`config.mk`:
```
export PLATFORM = sky130hd
export DESIGN_NAME = led_message_scroller
export DESIGN_NICKNAME = d
export VERILOG_FILES = /design/src/rtl/led_message_scroller_pkg.sv /design/src/rtl/led_message_scroller_prescaler.sv /design/src/rtl/led_message_scroller.sv
export SDC_FILE = /design/constraint.sdc
export NUM_CORES = 1
export LEC_CHECK = 0
export CAP_MARGIN = 20
export CORE_MARGIN = 4
export CORE_UTILIZATION = 60
export DETAILED_ROUTE_END_ITERATION = 16
export PLACE_DENSITY = 0.84
export SETUP_SLACK_MARGIN = 0.02
export SYNTH_ARGS = -nofsm -noshare
export SYNTH_HDL_FRONTEND = slang
export SYNTH_HIERARCHICAL = 1
export SYNTH_SLANG_ARGS = --single-unit
```
`constraint.sdc`:
```
create_clock -name clk -period 3.5 [get_ports clk]
set_clock_uncertainty 0.15 [all_clocks]
set_input_delay 0.525 -clock clk [delete_from_list [all_inputs] [get_ports clk]]
set_output_delay 0.525 -clock clk [all_outputs]
set_load 0.05 [all_outputs]
```
`src/rtl/led_message_scroller_pkg.sv`:
```
// Shared definitions for the LED message scroller and the character decoder
// that sits downstream of it.
//   - state_e     : scroller control states
//   - DIR_*       : scroll direction encodings for the dir input
//   - CH_*        : character codes understood by the digit decoder
//   - DISPLAY_RST : window contents right after reset (identity message, ptr 0)
package led_message_scroller_pkg;

    typedef enum logic [1:0] {
        ST_IDLE  = 2'd0,
        ST_RUN   = 2'd1,
        ST_PAUSE = 2'd2
    } state_e;

    localparam logic DIR_UP   = 1'b0;
    localparam logic DIR_DOWN = 1'b1;

    localparam int          CHAR_W   = 4;
    localparam logic [3:0]  CH_ZERO  = 4'h0;
    localparam logic [3:0]  CH_BLANK = 4'hF;

    localparam logic [15:0] DISPLAY_RST = 16'h0123;

endpackage

```
`src/rtl/led_message_scroller_prescaler.sv`:
```
// step_prescaler: free-running divider that produces a single-cycle tick every
// STEP_CYCLES counting edges. Shared with the digit-multiplex refresh logic.
//   clk   : system clock
//   reset : asynchronous active-low reset, clears the count
//   run   : count on this edge
//   clear : force the count to zero (wins over run)
//   tick  : high on the edge where the count wraps from STEP_CYCLES-1 to 0
module step_prescaler #(
    parameter int STEP_CYCLES = 25000000,
    parameter int CNT_W       = 25
) (
    input  logic clk,
    input  logic reset,
    input  logic run,
    input  logic clear,
    output logic tick
);

    logic [CNT_W-1:0] cnt_q, cnt_d;

    // tick is combinational so the consumer acts on the very edge that wraps
    assign tick = run && (cnt_q == CNT_W'(STEP_CYCLES - 1));

    always_comb begin
        cnt_d = cnt_q;
        if (clear) begin
            cnt_d = '0;
        end else if (run) begin
            cnt_d = tick ? '0 : cnt_q + CNT_W'(1);
        end
    end

    always_ff @(posedge clk or negedge reset) begin
        if (!reset) begin
            cnt_q <= '0;
        end else begin
            cnt_q <= cnt_d;
        end
    end

endmodule

```
`src/rtl/led_message_scroller.sv`:
```
// led_message_scroller: holds a writable message of 4-bit character codes and
// presents a scrolling 4-character window to the four-digit LED driver.
//   clk          : system clock
//   reset        : asynchronous active-low reset (also restores the message)
//   enable       : scrolling permitted
//   pause        : freeze scrolling while enabled
//   dir          : 0 = window moves to higher indices, 1 = to lower indices
//   wr_en/wr_addr/wr_data : message write port, usable in any state
//   display_word : {mem[ptr], mem[ptr+1], mem[ptr+2], mem[ptr+3]} (mod MSG_LEN)
//   step_pulse   : one-cycle pulse after every pointer advance
//   ptr          : current window start index
//   busy         : high while in RUN
module led_message_scroller
    import led_message_scroller_pkg::*;
#(
    parameter int MSG_LEN     = 16,
    parameter int ADDR_W      = 4,
    parameter int STEP_CYCLES = 25000000,
    parameter int CNT_W       = 25
) (
    input  logic              clk,
    input  logic              reset,
    input  logic              enable,
    input  logic              pause,
    input  logic              dir,
    input  logic              wr_en,
    input  logic [ADDR_W-1:0] wr_addr,
    input  logic [3:0]        wr_data,
    output logic [15:0]       display_word,
    output logic              step_pulse,
    output logic [ADDR_W-1:0] ptr,
    output logic              busy
);

    state_e            state_q, state_d;
    logic [ADDR_W-1:0] ptr_q, ptr_d;
    logic [3:0]        mem_q [MSG_LEN];
    logic [15:0]       display_q, display_d;
    logic              step_pulse_q;
    logic              busy_q;
    logic              pre_run;
    logic              pre_clear;
    logic              tick;
    logic              wr_ok;

    step_prescaler #(
        .STEP_CYCLES (STEP_CYCLES),
        .CNT_W       (CNT_W)
    ) u_prescaler (
        .clk   (clk),
        .reset (reset),
        .run   (pre_run),
        .clear (pre_clear),
        .tick  (tick)
    );

    // Window index with one spare bit so a non-power-of-2 MSG_LEN wraps by a
    // single conditional subtract instead of a modulo.
    function automatic logic [ADDR_W-1:0] win_idx(input logic [ADDR_W-1:0] base,
                                                  input logic [1:0]        off);
        logic [ADDR_W:0] sum;
        sum = {1'b0, base} + {{(ADDR_W-1){1'b0}}, off};
        if (sum >= (ADDR_W+1)'(MSG_LEN)) begin
            sum = sum - (ADDR_W+1)'(MSG_LEN);
        end
        return sum[ADDR_W-1:0];
    endfunction

    // Control: enable dominates everything; the prescaler only advances on
    // edges that stay in RUN, so the pausing edge freezes the count.
    always_comb begin
        state_d   = state_q;
        pre_run   = 1'b0;
        pre_clear = 1'b0;
        if (!enable) begin
            state_d   = ST_IDLE;
            pre_clear = 1'b1;
        end else begin
            case (state_q)
                ST_IDLE:  state_d = pause ? ST_PAUSE : ST_RUN;
                ST_RUN: begin
                    if (pause) begin
                        state_d = ST_PAUSE;
                    end else begin
                        pre_run = 1'b1;
                    end
                end
                ST_PAUSE: if (!pause) state_d = ST_RUN;
                default:  state_d = ST_IDLE;
            endcase
        end
    end

    always_comb begin
        ptr_d = ptr_q;
        if (tick) begin
            if (dir == DIR_DOWN) begin
                ptr_d = (ptr_q == '0) ? ADDR_W'(MSG_LEN - 1) : ptr_q - ADDR_W'(1);
            end else begin
                ptr_d = (ptr_q == ADDR_W'(MSG_LEN - 1)) ? '0 : ptr_q + ADDR_W'(1);
            end
        end
    end

    // Window is built from the pre-edge ptr/mem, giving one cycle of latency.
    always_comb begin
        display_d = '0;
        for (int j = 0; j < 4; j++) begin
            display_d[15-4*j -: 4] = mem_q[win_idx(ptr_q, 2'(j))];
        end
    end

    assign wr_ok = wr_en && ({1'b0, wr_addr} < (ADDR_W+1)'(MSG_LEN));

    always_ff @(posedge clk or negedge reset) begin
        if (!reset) begin
            state_q      <= ST_IDLE;
            ptr_q        <= '0;
            step_pulse_q <= 1'b0;
            busy_q       <= 1'b0;
            display_q    <= DISPLAY_RST;
            for (int i = 0; i < MSG_LEN; i++) begin
                mem_q[i] <= 4'(i);
            end
        end else begin
            state_q      <= state_d;
            ptr_q        <= ptr_d;
            step_pulse_q <= tick;
            busy_q       <= (state_d == ST_RUN);
            display_q    <= display_d;
            if (wr_ok) begin
                mem_q[wr_addr] <= wr_data;
            end
        end
    end

    assign display_word = display_q;
    assign step_pulse   = step_pulse_q;
    assign ptr          = ptr_q;
    assign busy         = busy_q;

endmodule

```
==> results of run 1 <==
placed cells by master (no fill, tap or decap), types with 13 or more instances in the layout:
cell type / netlist / routed
nand2_1: 22 / 22
xnor2_1: 13 / 13
clkdlybuf4s50_1: 0 / 34
mux2i_1: 37 / 37
nor2_1: 40 / 40
clkbuf_16: 0 / 17
mux2_2: 76 / 76
dfrtp_1: 77 / 76
dfstp_2: 36 / 36
mux4_2: 36 / 36
layout make-up:
cell class | instances | area (um2) | area share, %
tap | 140 | 175.2 | 2.236
clock inverter | 10 | 205.2 | 2.619
clock buffer | 22 | 464.2 | 5.926
inverter | 9 | 33.78 | 0.4312
sequential | 113 | 2874 | 36.69
timing repair buffer | 46 | 430.4 | 5.494
multi-input combinational | 381 | 3651 | 46.61
metrics by stage:
stage                     power [mW]  util (%)
after floorplan                2.384         -
after global placement         2.632     65.51
final                          4.641     71.64
after detailed placement       2.688     65.51
after global routing           4.812     71.64
after CTS                      4.660     71.64
flip-flops by register name, summed over array words and instances (netlist names):
register / flops
u_prescaler/cnt_q: 25
mem_q: 64
ptr: 4
step_pulse: 1
state_q: 2
busy: 1
display_word: 16
cells by family after synthesis:
kind of cell / synth area share, %
multiplexers: 31.62
AND/OR/NAND/NOR: 11.36
flip-flops: 42.41
AO/OA/AOI/OAI: 6.151
buffers and inverters: 3.694
XOR/XNOR: 3.473
adder cells (fa/ha/maj): 1.293
per-layer routing:
layer	vias to the layer above	global-route usage [%]
met4	0	9.184
met2	219	41.73
li1	2107	-
met3	37	7.611
met5	-	0
met1	2513	34.01
how the worst min path moves through the flow:
| stage | start | end | cells past startpoint |
|---|---|---|---|
| 5_1_grt | reset | ptr[2] | 1 |
| 2_1_floorplan | reset | busy | 0 |
| 6_report | reset | mem_q[25] | 1 |
| 4_1_cts | reset | mem_q[25] | 1 |
| 3_3_place_gp | state_q[0] | state_q[1] | 1 |
| 3_5_place_dp | state_q[1] | state_q[1] | 1 |
worst max-delay path, cell delays in order:
cell	delay, ns
clkdlybuf4s50_1	0.42
nand2b_1	0.20
nor3b_1	0.35
nand4_1	0.23
or4_4	0.50
nor4_4	0.36
o21ai_0	0.15
a32o_1	0.29
power by group:
part / total (mW) / switching, mW / internal, mW
combinational: 0.891 / 0.434 / 0.456
sequential: 1.80 / 0.196 / 1.60
clock: 1.95 / 0.584 / 1.37
==> results.txt, run 1 <==
Placement Rows -> 38
Worst Setup SP -> pause
CP required -> 3.64 ns
Sequential area share after synthesis -> 42.41%
PwrDens -> 592.4 nW/um2
CTS Buffer Depth -> 2
Worst-path fanout max -> 5
Worst-margin pin slew -> 0.8701 ns
Initial antenna violation count -> 0
Mean post-synth cell area -> 12.71 um2
PortBufs -> 35
VDD IR max -> 623.6 uV
Final Hold Slack -> 0.04780 ns
GRT Total Usage -> 26.02%
Layout cells sized above 1 -> 34.25%
Drt pass-1 iters -> 5
GP Congestion -> 0.9256
Shortest period the worst path allows -> 2.881 ns
R2r endpoint -> display_word[9]
# Max-Cap Violations -> 0
Num ports -> 36
Largest net degree at the start of global routing -> 62
FF-to-FF Start -> ptr[0]
Critical Path Start Type -> input port
Global-route wire length before repair -> 26140 um
CTS tree -> done
Area contributors post-synth -> dfrtp_1, dfstp_2, mux2_2, mux4_2, mux2i_1
Asr flop ratio synth -> 100.0%
Via-per-instance ratio -> 6.763
Via count -> 4876
DP Cell Count -> 689
Synth Flop Type -> dfrtp_1
Leakage -> 3.021 nW
YS warnings -> 6
Die width -> 114.3 um
Final Hold Fails -> 0
H-tree Lvls -> 4
Leading area contributor after synthesis -> dfrtp_1
Setup WS post-layout -> 0.6194 ns
Synth Cell Area -> 6774 um2
Setup TNS -> 0 ns
Grt total ovfl -> 0
Syn-to-layout area delta -> 15.64%
Distinct cells, synth -> 60
Post-route DRC -> 0
Max Fclk -> 347.1 MHz
Pre-CTS WS -> 0.2341 ns
Post-route antenna net violation count -> 0
Final period util -> 82.30%
Number of synthesized register bits -> 113
Slew Viols, Final -> 0
RSZ-0062 raised after global routing -> no
HP Class -> in2async
Worst-Skew Late Latency -> 0.41 ns
Root Buffer -> clkbuf_16
Post-layout net count -> 589
Post-CTS Setup Repair Bufs -> 0
Synth top area share -> 28.44%
Gate Count Post-Synth -> 533
Clock-pin slew on the worst setup and hold paths -> 0.06 ns
Post-layout instance area -> 7834 um2
Number of synthesized flops with an enable pin -> 0
Die area -> 13050 um2
Wire length on met3 -> 1247 um
Worst Setup EP -> u_prescaler/cnt_q[20]
Rel. slew slack -> 41.99%
Top sig layer -> met4
Reg2reg setup slack -> 0.88 ns
Met1 Wirelength -> 6519 um
Placement Cell Area -> 7164 um2
Routed WL per cell -> 22.07 um
Ant. Diodes -> 0
Worst setup path class -> in2reg
Outcome -> completed
Top cells by count, synth -> dfrtp_1, mux2_2, nor2_1
Initial core utilization -> 61.95%
Fill count -> 732
Met2 wire length -> 7816 um
Total CTS buffers -> 17
Layout Cells excl Fill -> 721
Die Y -> 114.3 um
Detail Placement HPWL -> 10980 um
Routed WL -> 15910 um
Most numerous cell in the Yosys netlist -> dfrtp_1
Mapped Nets -> 554
Setup violators final -> 0
Core area -> 10940 um2
Cell depth of the worst flop-to-flop path -> 7
Post-cts resize count -> 0
Vias in the first global route -> 4942
CP Data Arrival Time -> 3.02 ns
CTS Sinks -> 113
DRT iter0 DRCs -> 496
CTS Hold Bufs -> 0
Critical Path Sink Type -> register
Note: power is estimated with default switching activity, not from simulation.
==> inputs of run 2 (changes only) <==
--- a/config.mk
+++ b/config.mk
@@ -7,9 +7,9 @@
 export LEC_CHECK = 0
 export CAP_MARGIN = 20
 export CORE_MARGIN = 4
-export CORE_UTILIZATION = 60
+export CORE_UTILIZATION = 55
 export DETAILED_ROUTE_END_ITERATION = 16
-export PLACE_DENSITY = 0.84
+export PLACE_DENSITY = 0.81
 export SETUP_SLACK_MARGIN = 0.02
 export SYNTH_ARGS = -nofsm -noshare
 export SYNTH_HDL_FRONTEND = slang
==> constraint.sdc (replaced) <==
create_clock -name clk -period 2.47 [get_ports clk]
set_clock_uncertainty 0.15 [all_clocks]
set_input_delay 0.3705 -clock clk [delete_from_list [all_inputs] [get_ports clk]]
set_output_delay 0.3705 -clock clk [all_outputs]
set_load 0.05 [all_outputs]
==> run 2 against run 1 <==
Clock power increased by 23%; total power increased by 35%; die area is 8.4% higher; final area is 4.1% higher; critical endpoint is now u_prescaler/cnt_q[19].
==> results.txt, run 2 (synthesized netlist as in run 1, its figures left out) <==
Outcome -> completed
Ant. Diodes -> 0 (unchanged)
Post-layout net count -> 620 (+5.3%)
Top reg by flops -> mem_q
Setup violators final -> 0 (unchanged)
Hold Path Stages -> 3
Leakage -> 3.216 nW (+6.4%)
Most frequent cells in the layout -> mux2_2, dfrtp_1, nor2_1, buf_4, mux2i_1
Placement Rows -> 40 (+5.3%)
Die area -> 14160 um2 (+8.4%)
# Max-Cap Violations -> 0 (unchanged)
Flip-flop count of the largest register after layout -> 64 (unchanged)
HP Start -> pause
Routed WL -> 16310 um (+2.5%)
Worst-margin pin slew -> 0.6460 ns (-0.2241 ns)
Critical Path Sink Type -> register
Setup WS post-layout -> 0.005671 ns (-0.6137 ns)
Worst-path fanout max -> 9 (+4)
GP Congestion -> 0.9608 (+3.8%)
Logic pwr share -> 20.8% (+1.6 points)
Post-route DRC -> 0 (unchanged)
Internal power -> 4.462 mW (+30%)
Final Hold Fails -> 0 (unchanged)
Grt total ovfl -> 0 (unchanged)
Met2 usage -> 38.54% (-3.2 points)
CTS Sinks -> 113 (unchanged)
CTS Buffer Depth -> 2 (unchanged)
Design Power -> 6.251 mW (+35%)
Via-per-instance ratio -> 6.539 (-3.3%)
Clock Power Share -> 38.4% (-3.7 points)
H-tree Lvls -> 4 (unchanged)
Largest net degree at the start of global routing -> 52 (-16%)
Worst Hold End -> state_q[1]
GR Util met3 -> 5.413% (-2.2 points)
Initial antenna violation count -> 0 (unchanged)
Die Y -> 119.0 um (+4.1%)
Most common cell after layout, fill and taps aside -> mux2_2
Final period util -> 99.77%
Die width -> 119.0 um (+4.1%)
Switching pwr -> 1.789 mW (+47%)
Syn-to-layout area delta -> 20.43%
Clock-pin slew on the worst setup and hold paths -> 0.05 ns (about the same)
CTS tree -> done
Detail Placement HPWL -> 11400 um (+3.8%)
Met1 GRT Util -> 30.47% (-3.5 points)
Shortest period the worst path allows -> 2.464 ns
VDD IR max -> 589.8 uV (-5.4%)
Reg power frac -> 40.8% (+2.1 points)
Core area -> 12010 um2 (+9.8%)
Rel. slew slack -> 56.80% (+15 points)
Max Fclk -> 405.8 MHz
R2r endpoint -> u_prescaler/cnt_q[19]
DP Cell Count -> 720 (+4.5%)
CP required -> 2.63 ns (-1.01 ns)
Layout Cells excl Fill -> 759 (+5.3%)
GRT Total Usage -> 23.54% (-2.5 points)
PortBufs -> 35 (unchanged)
Cell depth of the worst flop-to-flop path -> 7 (unchanged)
Slew Viols, Final -> 0 (unchanged)
Pre-CTS WS -> -0.4387 ns (-0.6728 ns)
Drt pass-1 iters -> 6 (+1)
Reg2reg setup slack -> 0.006 ns (-0.87 ns)
Layout cells sized above 1 -> 40.85% (+6.6 points)
Vias in the first global route -> 4837 (-2.1%)
Num ports -> 36 (unchanged)
Initial core utilization -> 56.40% (-5.5 points)
PwrDens -> 766.3 nW/um2 (+29%)
Placement Cell Area -> 7448 um2 (+4.0%)
Post-route antenna net violation count -> 0 (unchanged)
Global-route wire length before repair -> 25940 um (-0.74%)
HP Class -> in2reg
RSZ-0062 raised after global routing -> yes
DRT iter0 DRCs -> 444 (-10%)
Total CTS buffers -> 17 (unchanged)
Critical Path Start Type -> register
CP Data Arrival Time -> 2.62 ns (-0.40 ns)
Post-layout instance area -> 8158 um2 (+4.1%)
Sw frac -> 28.61% (+2.4 points)
Routed WL per cell -> 21.48 um (-2.7%)
GR peak layer -> met2
Root Buffer -> clkbuf_16
Via count -> 4963 (+1.8%)
Worst-Skew Late Latency -> 0.42 ns (about the same)
Worst setup path class -> reg2reg
FF-to-FF Start -> state_q[1]
Fin util -> 67.92% (-3.7 points)
==> run 2: critical path, stage by stage (launching register included) <==
cell and delay [ns]:
dfrtp_2 0.43, nor3b_4 0.24, nand4_1 0.17, or4_4 0.62, nor3_4 0.23, or2_1 0.26
clkbuf_16 0.20, nor2_1 0.05
==> run 2: routing by layer <==
layer  vias to the layer above  wire (um)
met5                         -          0
met4                         0        427
met3                        41       1022
met2                       218       8329
met1                      2525       6526
li1                       2179          -
==> run 2: worst max path at each step <==
stage,startpoint,to,cells past startpoint
floorplan,ptr[0],display_word[11],12
CTS,pause,ptr[1],9
detailed placement,pause,u_prescaler/cnt_q[21],8
finish,state_q[1],u_prescaler/cnt_q[19],7
global placement,pause,u_prescaler/cnt_q[24],8
global route,state_q[1],u_prescaler/cnt_q[20],8
==> run 2: cell type report <==
type | count | area [um2]
Inverter | 9 | 46.29
Timing Repair Buffer | 77 | 728.2
Multi-Input combinational cell | 381 | 3732
Tap cell | 147 | 183.9
Clock inverter | 13 | 136.4
Sequential cell | 113 | 2878
Fill cell | 826 | 3854
Clock buffer | 19 | 452.9
==> run 2: stage by stage <==
step                TNS [ns]  hold WS [ns]
floorplan             -1.235      -0.07509
global placement      -6.281        0.2466
detailed placement    -9.229        0.2575
CTS                        0        0.3503
global route         -0.7705       0.06408
finish                     0       0.05899
==> run 2: power groups by stage <==
stage               Combinational (mW)  Sequential (mW)  Clock, mW
floorplan                        0.693             2.69          0
global placement                  1.24             2.53          0
detailed placement                1.28             2.57          0
CTS                               1.29             2.54       2.43
global route                      1.37             2.59       2.53
finish                            1.30             2.55       2.40
==> run 2: repair_timing <==
item | CTS | global route
hold buffers | 1 | 0
gates resized for setup | 1 | 16
setup buffers | 0 | 5
setup endpoints to repair | 5 | 27
hold endpoints to repair | 34 | 0
pin swaps | 1 | 8
gates cloned | 0 | 1
==> inputs of run 3 (changes only) <==
--- a/config.mk
+++ b/config.mk
@@ -9,6 +9,7 @@
 export CORE_MARGIN = 4
 export CORE_UTILIZATION = 55
 export DETAILED_ROUTE_END_ITERATION = 16
+export GPL_TIMING_DRIVEN = 0
 export PLACE_DENSITY = 0.81
 export SETUP_SLACK_MARGIN = 0.02
 export SYNTH_ARGS = -nofsm -noshare
==> run 3 against run 2 <==
The flow now finishes with violations (negative setup slack); sequential power about the same; via count increased by 4.5%; register-to-register slack worse by 0.02 ns; core utilization is 3.2 points higher; worst setup slack lost 0.021 ns; fmax fell by 0.84%; wire length up 13%; critical path depth shrank 1; clock-buffer cell count fell by 1.
==> results.txt, run 3 (synthesized netlist as in run 1, its figures left out) <==
Outcome -> finished with violations
Violated checks -> negative setup slack
Flip-flop count of the largest register after layout -> 64 (unchanged)
Hold Path Stages -> 3 (unchanged)
Critical Path Start Type -> register
Crit-path cells -> nor3b_4 -> nand4_1 -> or4_4 -> nor4_4 -> o21ai_1 -> a32o_1
Worst-margin pin slew -> 1.033 ns (+0.3874 ns)
Max Fclk -> 402.4 MHz (-0.84%)
Global-route wire length before repair -> 27670 um (+6.6%)
CP top delay family -> simple AND/OR/NAND/NOR gates
Worst-path fanout max -> 5 (-4)
GP Congestion -> 0.9502 (-1.1%)
Final Hold Slack -> 0.07410 ns (+0.01511 ns)
Detail Placement HPWL -> 12040 um (+5.6%)
Initial antenna violation count -> 0 (unchanged)
Slew Viols, Final -> 0 (unchanged)
Layout cells sized above 1 -> 44.27% (+3.4 points)
CTS tree -> done
Post-layout net count -> 636 (+2.6%)
GRT Total Usage -> 25.32% (+1.8 points)
CTS Sinks -> 113 (unchanged)
Fill count -> 790 (-4.4%)
R2r endpoint -> u_prescaler/cnt_q[24]
Final period util -> 100.6% (+0.84 points)
Setup violators final -> 2 (+2)
Most frequent cells in the layout -> mux2_2, dfrtp_1, mux4_2, dfstp_2, mux2i_1
Post-route DRC -> 0 (unchanged)
Worst setup path class -> reg2reg
Crit path max-delay cell type -> or4_4
Die Y -> 119.0 um (unchanged)
Critical Path Sink Type -> register
Total CTS buffers -> 17 (unchanged)
Rel. slew slack -> 30.87% (-26 points)
PortBufs -> 33 (-5.7%)
Largest net degree at the start of global routing -> 63 (+21%)
Post-route antenna net violation count -> 0 (unchanged)
RSZ-0062 raised after global routing -> yes
Worst Path Buf+Inv -> 0 (-1)
# Max-Cap Violations -> 0 (unchanged)
CP Data Arrival Time -> 2.64 ns (+0.02 ns)
Most common cell after layout, fill and taps aside -> mux2_2
Design Power -> 6.377 mW (+2.0%)
Worst Hold End -> state_q[1]
Routed WL per cell -> 23.82 um (+11%)
Critical path's largest stage delay -> 0.60 ns (-0.02 ns)
Num ports -> 36 (unchanged)
Worst-Skew Late Latency -> 0.42 ns (about the same)
Die area -> 14160 um2 (unchanged)
Shortest period the worst path allows -> 2.485 ns (+0.02085 ns)
Core area -> 12010 um2 (unchanged)
FF-to-FF Start -> state_q[1]
Cell depth of the worst flop-to-flop path -> 6 (-1)
Initial core utilization -> 56.40% (unchanged)
Final Hold Fails -> 0 (unchanged)
Drt pass-1 iters -> 7 (+1)
DP Cell Count -> 714 (-0.83%)
Die width -> 119.0 um (unchanged)
Syn-to-layout area delta -> 26.08%
CTS Buffer Depth -> 2 (unchanged)
Leakage -> 3.316 nW (+3.1%)
Grt total ovfl -> 0 (unchanged)
HP Start -> pause
Via-per-instance ratio -> 6.689 (+2.3%)
Layout Cells excl Fill -> 775 (+2.1%)
Root Buffer -> clkbuf_16
Reg2reg setup slack -> -0.02 ns (-0.02 ns)
Via count -> 5184 (+4.5%)
Vias in the first global route -> 5183 (+7.2%)
PwrDens -> 746.6 nW/um2 (-2.6%)
Setup WS post-layout -> -0.01518 ns (-0.02085 ns)
Top reg by flops -> mem_q
H-tree Lvls -> 4 (unchanged)
Placement Rows -> 40 (unchanged)
Clock-pin slew on the worst setup and hold paths -> 0.05 ns (about the same)
HP Class -> in2reg
Routed WL -> 18460 um (+13%)
Ant. Diodes -> 0 (unchanged)
CP required -> 2.62 ns (about the same)
VDD IR max -> 618.8 uV (+4.9%)
DRT iter0 DRCs -> 639 (+44%)
[run 3: cell types whose count changed in the layout (fill, tap and decap cells not counted), moves of 7 or more]
cell	delta
nor2_1	-13
buf_4	-12
nor2_4	+9
clkbuf_1	+7
[run 3: report_power, final]
| part | switching [mW] | total [mW] | internal, mW |
|---|---|---|---|
| Combinational | 0.678 | 1.35 | 0.671 |
| Clock | 0.872 | 2.48 | 1.60 |
| Sequential | 0.283 | 2.55 | 2.27 |
| Total | 1.83 | 6.38 | 4.54 |
[run 3: layout make-up]
type / count / area [um2] / area share [%]
repair buffers: 64 / 638.1 / 7.471
multi-input cells: 381 / 3857 / 45.17
clock inverters: 14 / 163.9 / 1.919
plain buffers: 29 / 326.6 / 3.824
clock buffers: 18 / 439.2 / 5.142
flip-flops and latches: 113 / 2878 / 33.69
inverters: 9 / 53.80 / 0.6299
well taps: 147 / 183.9 / 2.154
[run 3: how the worst max path moves through the flow]
stage / from / slack, ns / end / cells past startpoint
after floorplan: ptr[0] / -0.21 / display_word[11] / 12
after global placement: reset / -3.44 / ptr[2] / 1
after detailed placement: enable / -0.76 / u_prescaler/cnt_q[24] / 8
after CTS: ptr[2] / 0.02 / display_word[4] / 9
after global routing: state_q[1] / -0.09 / u_prescaler/cnt_q[20] / 6
final: state_q[1] / -0.02 / u_prescaler/cnt_q[24] / 6
[run 3: routing by layer]
metal / share of wire (%) / track usage [%] / up-vias / wire (um)
li1: - / - / 2201 / -
met1: 39 / 32.69 / 2618 / 7185
met2: 50 / 40.02 / 300 / 9200
met3: 7.5 / 7.787 / 65 / 1381
met4: 3.8 / 10.07 / 0 / 696
met5: 0 / 0 / - / 0
[run 3: what timing repair did]
item,in CTS,in global routing
buffers inserted,12,15
pin swaps,4,28
hold endpoints to repair,22,0
gates resized for setup,23,48
hold buffers,1,0
setup endpoints to repair,41,36
gates cloned,0,2
[run 3: tightest hold or removal path: cells and delay by family]
family	cells	cell delay [ns]
AO/OA/AOI/OAI	1	0.04
AND/OR/NAND/NOR	1	0.07
buffers and inverters	1	0.14
[run 3: stage by stage]
step	util [%]	TNS (ns)	area, um2	setup slack, ns
after floorplan	-	-1.235	6883	-0.2074
after global placement	61.58	-320.60	7397	-3.436
after detailed placement	61.79	-23.09	7422	-0.7629
after CTS	68.33	0	8208	0.01522
after global routing	71.10	-0.9477	8541	-0.09477
final	71.10	-0.02344	8541	-0.01518
